## config.mk

```make
export PLATFORM = sky130hd
export DESIGN_NAME = load_wb_unit
export DESIGN_NICKNAME = d
export VERILOG_FILES = /design/src/rtl/load_wb_unit.sv
export SDC_FILE = /design/constraint.sdc
export NUM_CORES = 1
export LEC_CHECK = 0
export ABC_AREA = 1
export ABC_CLOCK_PERIOD_IN_PS = 1300
export BUFFER_PORTS_ARGS = -buffer_cell sky130_fd_sc_hd__clkbuf_2
export CAP_MARGIN = 20
export CORE_MARGIN = 2
export CORE_UTILIZATION = 40
export DETAILED_ROUTE_END_ITERATION = 7
export HOLD_SLACK_MARGIN = 0.12
export PLACE_DENSITY = 0.68
export SLEW_MARGIN = 20
export SYNTH_ARGS = -nofsm -noshare
export SYNTH_HDL_FRONTEND = slang
export SYNTH_SLANG_ARGS = --single-unit
```

## constraint.sdc

```tcl
create_clock -name clk -period 1.3 [get_ports clk]
set_clock_uncertainty 0.1 [all_clocks]
set_input_delay 0 -clock clk [delete_from_list [all_inputs] [get_ports clk]]
set_output_delay 0 -clock clk [all_outputs]
set_load 0.1 [all_outputs]
```

## src/rtl/load_wb_unit.sv

```systemverilog
// Load/writeback unit: accepts one load at a time, reads the containing word
// from data memory, extracts and extends the addressed field, writes it back.
module load_wb_unit #(
    parameter int unsigned TIMEOUT_CYCLES = 255
) (
    input  logic        clk,
    input  logic        rst_n,
    input  logic        ld_valid,
    output logic        ld_ready,
    input  logic [31:0] ld_addr,
    input  logic [1:0]  ld_size,
    input  logic        ld_unsigned,
    input  logic [4:0]  ld_rd,
    output logic        mem_req,
    output logic [31:0] mem_addr,
    input  logic        mem_ack,
    input  logic [31:0] mem_rdata,
    output logic        we3,
    output logic [4:0]  a3,
    output logic [31:0] wd3,
    output logic [3:0]  web,
    output logic        ld_err,
    output logic [1:0]  dbg_state
);

    // Handshake: a load transfers when ld_valid && ld_ready at posedge clk;
    // ld_ready is high only while idle, and the request is captured whole.
    typedef enum logic [1:0] {IDLE = 2'd0, REQ = 2'd1, WB = 2'd2, ERR = 2'd3} state_t;

    localparam logic [7:0] CNT_LAST = 8'(TIMEOUT_CYCLES - 1);

    state_t      state_q, state_d;
    logic [7:0]  cnt_q;
    logic [31:0] addr_q;
    logic [1:0]  size_q;
    logic        uns_q;
    logic [4:0]  rd_q;
    logic [31:0] data_q;
    logic        bad_req;
    logic        accept;
    logic [7:0]  byte_f;
    logic [15:0] half_f;
    logic [31:0] ext_data;

    assign accept = (state_q == IDLE) && ld_valid;

    always_comb begin
        bad_req = 1'b0;
        case (ld_size)
            2'b01:   bad_req = ld_addr[0];
            2'b10:   bad_req = (ld_addr[1:0] != 2'b00);
            2'b11:   bad_req = 1'b1;
            default: bad_req = 1'b0;
        endcase
    end

    always_comb begin
        state_d = state_q;
        case (state_q)
            IDLE: if (ld_valid) state_d = bad_req ? ERR : REQ;
            // A late ack on the final allowed cycle still wins over the timeout.
            REQ: begin
                if (mem_ack)                 state_d = WB;
                else if (cnt_q == CNT_LAST)  state_d = ERR;
            end
            WB:      state_d = IDLE;
            ERR:     state_d = IDLE;
            default: state_d = IDLE;
        endcase
    end

    always_comb begin
        byte_f = 8'h00;
        case (addr_q[1:0])
            2'b00:   byte_f = mem_rdata[7:0];
            2'b01:   byte_f = mem_rdata[15:8];
            2'b10:   byte_f = mem_rdata[23:16];
            default: byte_f = mem_rdata[31:24];
        endcase
        half_f = addr_q[1] ? mem_rdata[31:16] : mem_rdata[15:0];
        case (size_q)
            2'b00:   ext_data = {{24{~uns_q & byte_f[7]}}, byte_f};
            2'b01:   ext_data = {{16{~uns_q & half_f[15]}}, half_f};
            default: ext_data = mem_rdata;
        endcase
    end

    always_ff @(posedge clk or negedge rst_n) begin
        if (!rst_n) begin
            state_q <= IDLE;
            cnt_q   <= 8'd0;
            addr_q  <= 32'd0;
            size_q  <= 2'b00;
            uns_q   <= 1'b0;
            rd_q    <= 5'd0;
            data_q  <= 32'd0;
        end else begin
            state_q <= state_d;
            if (accept) begin
                addr_q <= ld_addr;
                size_q <= ld_size;
                uns_q  <= ld_unsigned;
                rd_q   <= ld_rd;
                cnt_q  <= 8'd0;
            end else if (state_q == REQ) begin
                cnt_q <= cnt_q + 8'd1;
            end
            if (state_q == REQ && mem_ack) data_q <= ext_data;
        end
    end

    assign ld_ready  = (state_q == IDLE);
    assign mem_req   = (state_q == REQ);
    assign mem_addr  = {addr_q[31:2], 2'b00};
    assign we3       = (state_q == WB) && (rd_q != 5'd0);
    assign a3        = (state_q == WB) ? rd_q : 5'd0;
    assign wd3       = (state_q == WB) ? data_q : 32'd0;
    assign web       = (state_q == WB) ? 4'b1111 : 4'b0000;
    assign ld_err    = (state_q == ERR);
    assign dbg_state = state_q;

endmodule

```

======== Word level (Yosys, flattened, before mapping) ========
Cells that the tools add are included.
operators by class
  add/sub/neg operators ................... 1
  equality and inequality tests ........... 12
  multiplexer cells ....................... 14
  bitwise gates (word level) .............. 3
  reductions and logical operators ........ 11
operators by type and width
  kind                                                 number
  case mux 32 bit (2 select lines)                     1
  two-way mux 32 bit                                   1
  case mux 8 bit (3 select lines)                      1
  two-way mux 16 bit                                   1
  two-way mux 8 bit                                    2
  equality test 2 bit, second input constant           5
  adder 8 x 1 -> 8 bit, second input constant          1
  equality test 2 x 1 -> 1 bit, second input constant  4
  equality test 8 bit, second input constant           1
  two-way mux 2 bit                                    4
  zero test 2 bit                                      3
  case mux 2 bit (3 select lines)                      1
  two-way mux 5 bit                                    1
  nonzero test 5 bit                                   1
  two-way mux 4 bit                                    1
  nonzero test 2 bit                                   2
  logical AND 1 bit                                    3
  != test 3 x 1 -> 1 bit, second input constant        1
  case mux 1 bit (3 select lines)                      1
  AND 1 bit                                            2
  != test 2 bit, second input constant                 1
  AND reduction 2 bit                                  1
  OR reduction 2 bit                                   1
  inverter 1 bit                                       1
storage, ports and cells
  register bits after elaboration ......... 82
  input bits .............................. 76

======== Logic depth before layout (Yosys ltp) ========
Gate-level depths: netlist of run 1.
  word-level depth ........................ 5
  gate-level depth with buffers ........... 9
  depth with buffers taken out ............ 8

======== Least setup slack after synthesis of run 1 ========
No wires, ideal clock.
  path type ............................... reg-to-output
  start point ............................. register state_q[1] (netlist: dbg_state[1])
  end point ............................... output port wd3[10]
  arrival time ............................ 4.282 ns
  required time ........................... 1.200 ns
  slack ................................... -3.082 ns
  cell stages (with the launch flop) ...... 6
  buffers on the path ..................... 1
  cells stage by stage .................... dfrtp_1 inv_2 nor2_1 inv_2 buf_2 nor2_1
on the way
  cells in the longest elaborated chain, start to end .. 2
RTL lines
  element                   line  source
  start: declaration        32    state_t state_q, state_d;
  start signal: assignment  98    state_q <= state_d;
  equality test 2 bit       117   assign wd3 = (state_q == WB) ? data_q : 32'd0;
  two-way mux 32 bit        117
  end: declaration          20    output logic [31:0] wd3,
No other way between the ends.

======== Worst setup path after layout of run 1 ========
  start point ............................. register state_q[1] (netlist: dbg_state[1])
  end point ............................... register addr_q[19]
on the way
  cells in the longest elaborated chain, start to end .. 2
RTL lines
  element                 line  source
  zero test 2 bit         45    assign accept = (state_q == IDLE) && ld_valid;
  logical AND 1 bit       45
  end signal: assignment  100   addr_q <= ld_addr;
  end: declaration        34    logic [31:0] addr_q;
No other way between the ends.
A chain may end at the register's enable or synchronous reset.

==> results.md, run 1 <==
* Outcome: complete, but fails checks
* Fraction of final layout cells with drive strength greater than 1 at 47.7%
* Number of antenna violations at the first check in global routing at 0
* MaxCap Viol Count at 0
* Total DRC errors in the routed layout at 0
* Global-route layer with the greatest usage: met2
* Area of the die at 12400 sq um
* Boundary Pins at 155
* Worst setup startpoint: dbg_state[1]
* Average vias per placed instance at 5.11
* Global-route met1 utilization at 31.7%
* Pins over their slew limit at 0
* Most numerous cell in the Yosys netlist: nand2_1
* Last weighted congestion value of the routability-driven placer at 0.874
* Type of destination of the critical path: flip-flop
* Data arrival, critical path at 1950 ps
* Final Cell Area at 8730 sq um
* Clock slew at the register clock pins of the worst setup and hold paths at 70 ps
* Worst-margin pin slew at 566 ps
* Clock latency at the later pin of the worst-skew pair at 340 ps
* Wire length of the first global-routing pass at 27.4 mm
* FFs w/ async S/R, synth at 100%
* Global-route track usage on met3 at 5.85%
* Clock tree from TritonCTS: yes
* Class of the most critical setup path: flip-flop to flip-flop
* Final-report hold violation count at 0
* Launching point of the worst reg2reg path: dbg_state[1]
* Fraction of the yosys area taken by sequential cells at 44.6%
* Top cells by area in the synthesized netlist: dfrtp_1, nand2_1, inv_1
* Number of standard-cell rows in the floorplan at 39
* Core ar. at 11300 sq um
* Core utilization of the finished layout at 77.1%
* Maximum level of the CTS H-tree at 3
* Starting Density at 40.6%
* WL final at 18.9 mm
* Vias after detailed routing at 5243
* Post-route worst setup slack at -472 ps
* Number of synthesized register bits at 82
* Number of enable-type register cells in the synthesized netlist at 0
* Initial detailed-routing violation count at 291
* Fraction of synthesized cell area taken by the top area cell type at 44.6%
* Layout net count at 957
* Synth warn at 0
* Synth Instances at 637
* Maximum number of pins on one net before global-route repair at 35
* Grt total ovfl at 0
* Clk Tree Root Cell: clkbuf_16
* Die height at 111 microns
* Final worst-path cycle share at 136%
* Total global routing track utilization at 27.8%
* Area after DPL at 6530 sq um
* Combined area of all synthesized cells at 4600 sq um
* Antenna cell count at 0
* Max-slew headroom at 62.5%
* Buffers on Ports at 152
* Wire per inst at 18.4 microns
* First-pass iteration count of the detailed router at 5
* Setup repair after global routing missed its margin: true
* Post-route antenna net violation count at 0
* Die extent in x at 111 microns
* Worst EP required at 1480 ps
* Buffer depth of the longest clock path at 2
* Largest area contributor in the netlist: dfrtp_1
* Maximum fanout along the worst path at 7
* Path category of the worst min-delay check: input pin to async pin
* Number of global-route vias before repair at 5595
* Average instance area after synthesis at 7.22 sq um
* Violated checks: setup timing
* Clk sinks at 82
* Area delta synth->final at 89.8%
* Final count of negative-setup-slack endpoints at 130
* Number of buffers created by CTS at 9
* Clock period minus worst slack at 1770 ps
* Highest Clock Rate at 564 MHz
* Critical Path Source Type: flip-flop
* Top cells by count, synth: nand2_1, inv_1, dfrtp_1
* Yosys cell types at 30
* Primary flip-flop cell chosen by synthesis mapping: dfrtp_1
* Routing usage on met2 at 50.6%
* Sum of net half-perimeters after detailed placement at 9.59 mm
==> worst paths after layout <==
| check | end | cells past startpoint | slack, ps |
|---|---|---|---|
| min | addr_q[1] | 2 | 80 |
| max in group asynchronous | rd_q[3] | 3 | 450 |
| min in group clk | addr_q[3] | 4 | 320 |
| max | addr_q[19] | 12 | -470 |
| min reg2reg | data_q[7] | 2 | 390 |
| max reg2reg | addr_q[19] | 12 | -470 |
==> layout make-up <==
type,count,area (sq um)
clock inverters,6,33.8
multi-input cells,398,2640
fillers,684,2590
flip-flops and latches,82,2060
inverters,95,405
well taps,143,179
repair buffers,293,3180
clock buffers,10,229
==> per-stage QoR <==
stage	std cells	setup WS, ps	TNS [ps]	hold WS (ps)
global route	1027	-504	-55410	131
finish	1027	-472	-50340	84.8
detailed placement	909	-193	-12350	-111
floorplan	638	-995	-65660	-396
global placement	909	-125	-9110	-115
CTS	1030	-423	-34520	89.4
==> sequential cells by signal, indices dropped and copies added (netlist names) <==
signal and cells:
data_q 32, addr_q 32, cnt_q 8, rd_q 5, uns_q 1, dbg_state 2
size_q 2
==> critical path, cell delays in order (launching register included) <==
cell and delay [ps]:
dfrtp_4 490, inv_4 70, buf_4 100, buf_6 120
buf_6 100, nand2_4 50, inv_6 70, nand2_8 100
inv_12 120, buf_12 120, buf_16 140, nand2_4 50
nand2_2 70
==> cell usage in the layout (no fill, tap or decap), types with 21 or more instances in the layout <==
cell / count
nand2_1: 124
buf_4: 34
inv_1: 85
nand3_1: 28
nand2_2: 48
clkbuf_2: 80
nor2_4: 39
dfrtp_1: 80
buf_12: 63
dlygate4sd3_1: 75
nor2_1: 24
nand2_4: 35
a21oi_2: 21
==> repair_timing <==
item / 4_1_cts / 5_1_grt
gates cloned: 9 / 1
pin swaps: 23 / 28
hold endpoints to repair: 157 / 0
setup endpoints to repair: 125 / 133
buffers inserted: 21 / 8
resized for setup: 136 / 145
hold buffers: 75 / 0
==> per-layer routing <==
metal	vias up	part of all wire, %
li1	2385	-
met1	2521	36
met2	281	52
met3	56	8.0
met4	0	3.2
met5	-	0
==> cell families (layout without fill, tap and decap cells) <==
group	Yosys count	count (layout)	share of synthesized area, %
AOI/OAI and AO/OA	82	82	9.69
and+or+nand+nor	312	312	27.4
other	1	2	0.0816
adders and majority gates	2	2	0.544
buffers and inverters	158	404	17.6
DFF	82	82	44.6
Power of run 1 is not shown: default switching activity piles up to over one toggle a cycle in this logic, so the estimate is an artifact.
==> run 2: changes to the inputs <==
ABC_CLOCK_PERIOD_IN_PS = 1600   (was 1300)
SLEW_MARGIN = default   (was 20)
clock period = 1.6 ns   (was 1.3 ns; I/O delays follow)
==> run 2 against run 1 <==
The flow still finishes with violations (setup timing). Critical path depth is 6 lower. Cell area down 11%. Non-clock buffer count fell by 29. Highest routed layer unchanged. Cell count decreased by 2.8%. Critical endpoint is now we3. Clock-buffer cell count stayed put. Sequential share of layout area increased by 2.9 points.
==> results.md, run 2 (synthesis results as in run 1) <==
* Boundary Pins at 155
* Outcome: complete, but fails checks
* Most frequent standard cell in the layout excluding fill and tap cells: nand2_1
* Buffer depth of the longest clock path at 2
* Wire length of the first global-routing pass at 23.5 mm
* Maximum fanout along the worst path at 2
* Clock tree from TritonCTS: yes
* Data arrival, critical path at 1580 ps
* Worst setup slack for register-to-register paths at 20 ps
* Clk Tree Root Cell: clkbuf_16
* Maximum level of the CTS H-tree at 3
* Pins over their slew limit at 0
* Number of global-route vias before repair at 4834
* Worst EP required at 1500 ps
* Sum of net half-perimeters after detailed placement at 9.61 mm
* Maximum number of pins on one net before global-route repair at 41
* Type of destination of the critical path: output pin
* Clock latency at the later pin of the worst-skew pair at 340 ps
* Antenna cell count at 0
* Last weighted congestion value of the routability-driven placer at 0.901
* Leading registers by flop count: addr_q: 32 flops, data_q: 32 flops, cnt_q: 8 flops
* Clock period minus worst slack at 1680 ps
* Final count of negative-setup-slack endpoints at 38
* Number of buffers created by CTS at 9
* Fraction of final layout cells with drive strength greater than 1 at 31.2%
* Highest Clock Rate at 595 MHz
* Path category of the worst min-delay check: input pin to flip-flop
* Worst-margin pin slew at 561 ps
* Die extent in x at 111 microns
* Number of antenna violations at the first check in global routing at 0
* Launching point of the worst reg2reg path: dbg_state[0]
* Max-slew headroom at 62.8%
* Clk sinks at 82
* Grt total ovfl at 0
* Critical Path Source Type: flip-flop
* Most frequent cells in the layout: nand2_1, clkbuf_2, inv_1
* Post-route worst setup slack at -81.2 ps
* Count of cells along the worst register-to-register path at 9
* Area of the die at 12400 sq um
* Average vias per placed instance at 4.84
* Clock slew at the register clock pins of the worst setup and hold paths at 60 ps
* Core ar. at 11300 sq um
* Violated checks: setup timing
* Area delta synth->final at 68.8%
* Die height at 111 microns
* Initial detailed-routing violation count at 274
* Buffers on Ports at 152
* R2R Path End: rd_q[3]
* Final-report hold violation count at 0
* Total global routing track utilization at 23.4%
* Worst setup startpoint: dbg_state[0]
* Total DRC errors in the routed layout at 0
* Wire per inst at 15.3 microns
* Non-filler cells, final at 998
* Vias after detailed routing at 4830
* First-pass iteration count of the detailed router at 5
* Layout net count at 928
* Total placed cells including tap cells at 895
* Setup repair after global routing missed its margin: true
* Number of standard-cell rows in the floorplan at 39
* Filler cell count in the final layout at 836
* WL final at 15.3 mm
* Final worst-path cycle share at 105%
* Starting Density at 40.6%
* Cells on Worst Hold Path at 4
* MaxCap Viol Count at 0
* Capturing element of the worst setup path: we3
* Class of the most critical setup path: flip-flop to output pin
* Post-route antenna net violation count at 0
run 2: changes by cell type in the layout (fill, tap and decap cells not counted), moves of 9 or more:
cell / before / now
a21oi_1: 1 / 20
a21oi_2: 21 / 4
buf_2: 9 / 0
buf_4: 34 / 13
buf_6: 18 / 6
clkbuf_2: 80 / 105
nand2_1: 124 / 206
nand2_2: 48 / 1
nand2_4: 35 / 2
o21ai_0: 14 / 42
o21ai_1: 13 / 2
o21ai_2: 18 / 2
run 2: worst min path at each step:
stage	startpoint	endpoint	slack [ps]
6_report	ld_addr[7]	addr_q[7]	300
4_1_cts	ld_addr[21]	addr_q[21]	290
3_3_place_gp	rst_n	cnt_q[6]	-80
5_1_grt	ld_addr[30]	addr_q[30]	300
2_1_floorplan	rst_n	addr_q[0]	-400
3_5_place_dp	rst_n	cnt_q[4]	-80
run 2: critical path: stages (launching register included):
cell and delay (ps):
dfrtp_4 500, nor2_4 160, buf_4 150, buf_4 120, o21ai_2 70, inv_2 70
buf_12 170
run 2: metal layers:
metal	global-route usage [%]	vias up	wire length, microns
li1	-	2326	-
met5	0	-	0
met4	5.93	0	259
met3	5.85	22	1130
met1	28.6	2258	5990
met2	41.4	224	7920
run 2: stage by stage:
| step | hold WS [ps] | setup TNS [ps] | util [%] | setup WS [ps] | instance area (sq um) |
|---|---|---|---|---|---|
| after detailed placement | -75.4 | 0 | 56.5 | 87.6 | 6390 |
| after global placement | -82.3 | 0 | 56.5 | 154 | 6390 |
| after CTS | 285 | -2800 | 66.7 | -101 | 7550 |
| after floorplan | -396 | -29410 | - | -695 | 4980 |
| after global routing | 304 | -4580 | 68.5 | -119 | 7760 |
| final | 303 | -1630 | 68.5 | -81.2 | 7760 |
run 2: area by class of cell:
type / count / area (sq um) / share of cell area (%)
well taps: 143 / 179 / 2.31
clock buffers: 10 / 239 / 3.08
clock inverters: 6 / 90.1 / 1.16
multi-input cells: 398 / 2060 / 26.5
repair buffers: 264 / 2740 / 35.3
inverters: 95 / 397 / 5.11
flip-flops and latches: 82 / 2060 / 26.5
run 2: what timing repair did:
item / CTS / global route
hold buffers: 76 / 0
setup buffers: 2 / 3
cloned: 1 / 5
endpoints found under the hold margin: 159 / 0
pin swaps: 5 / 2
endpoints found under the setup margin: 38 / 115
gates resized for setup: 8 / 24
Power of run 2 is left out for the same reason.
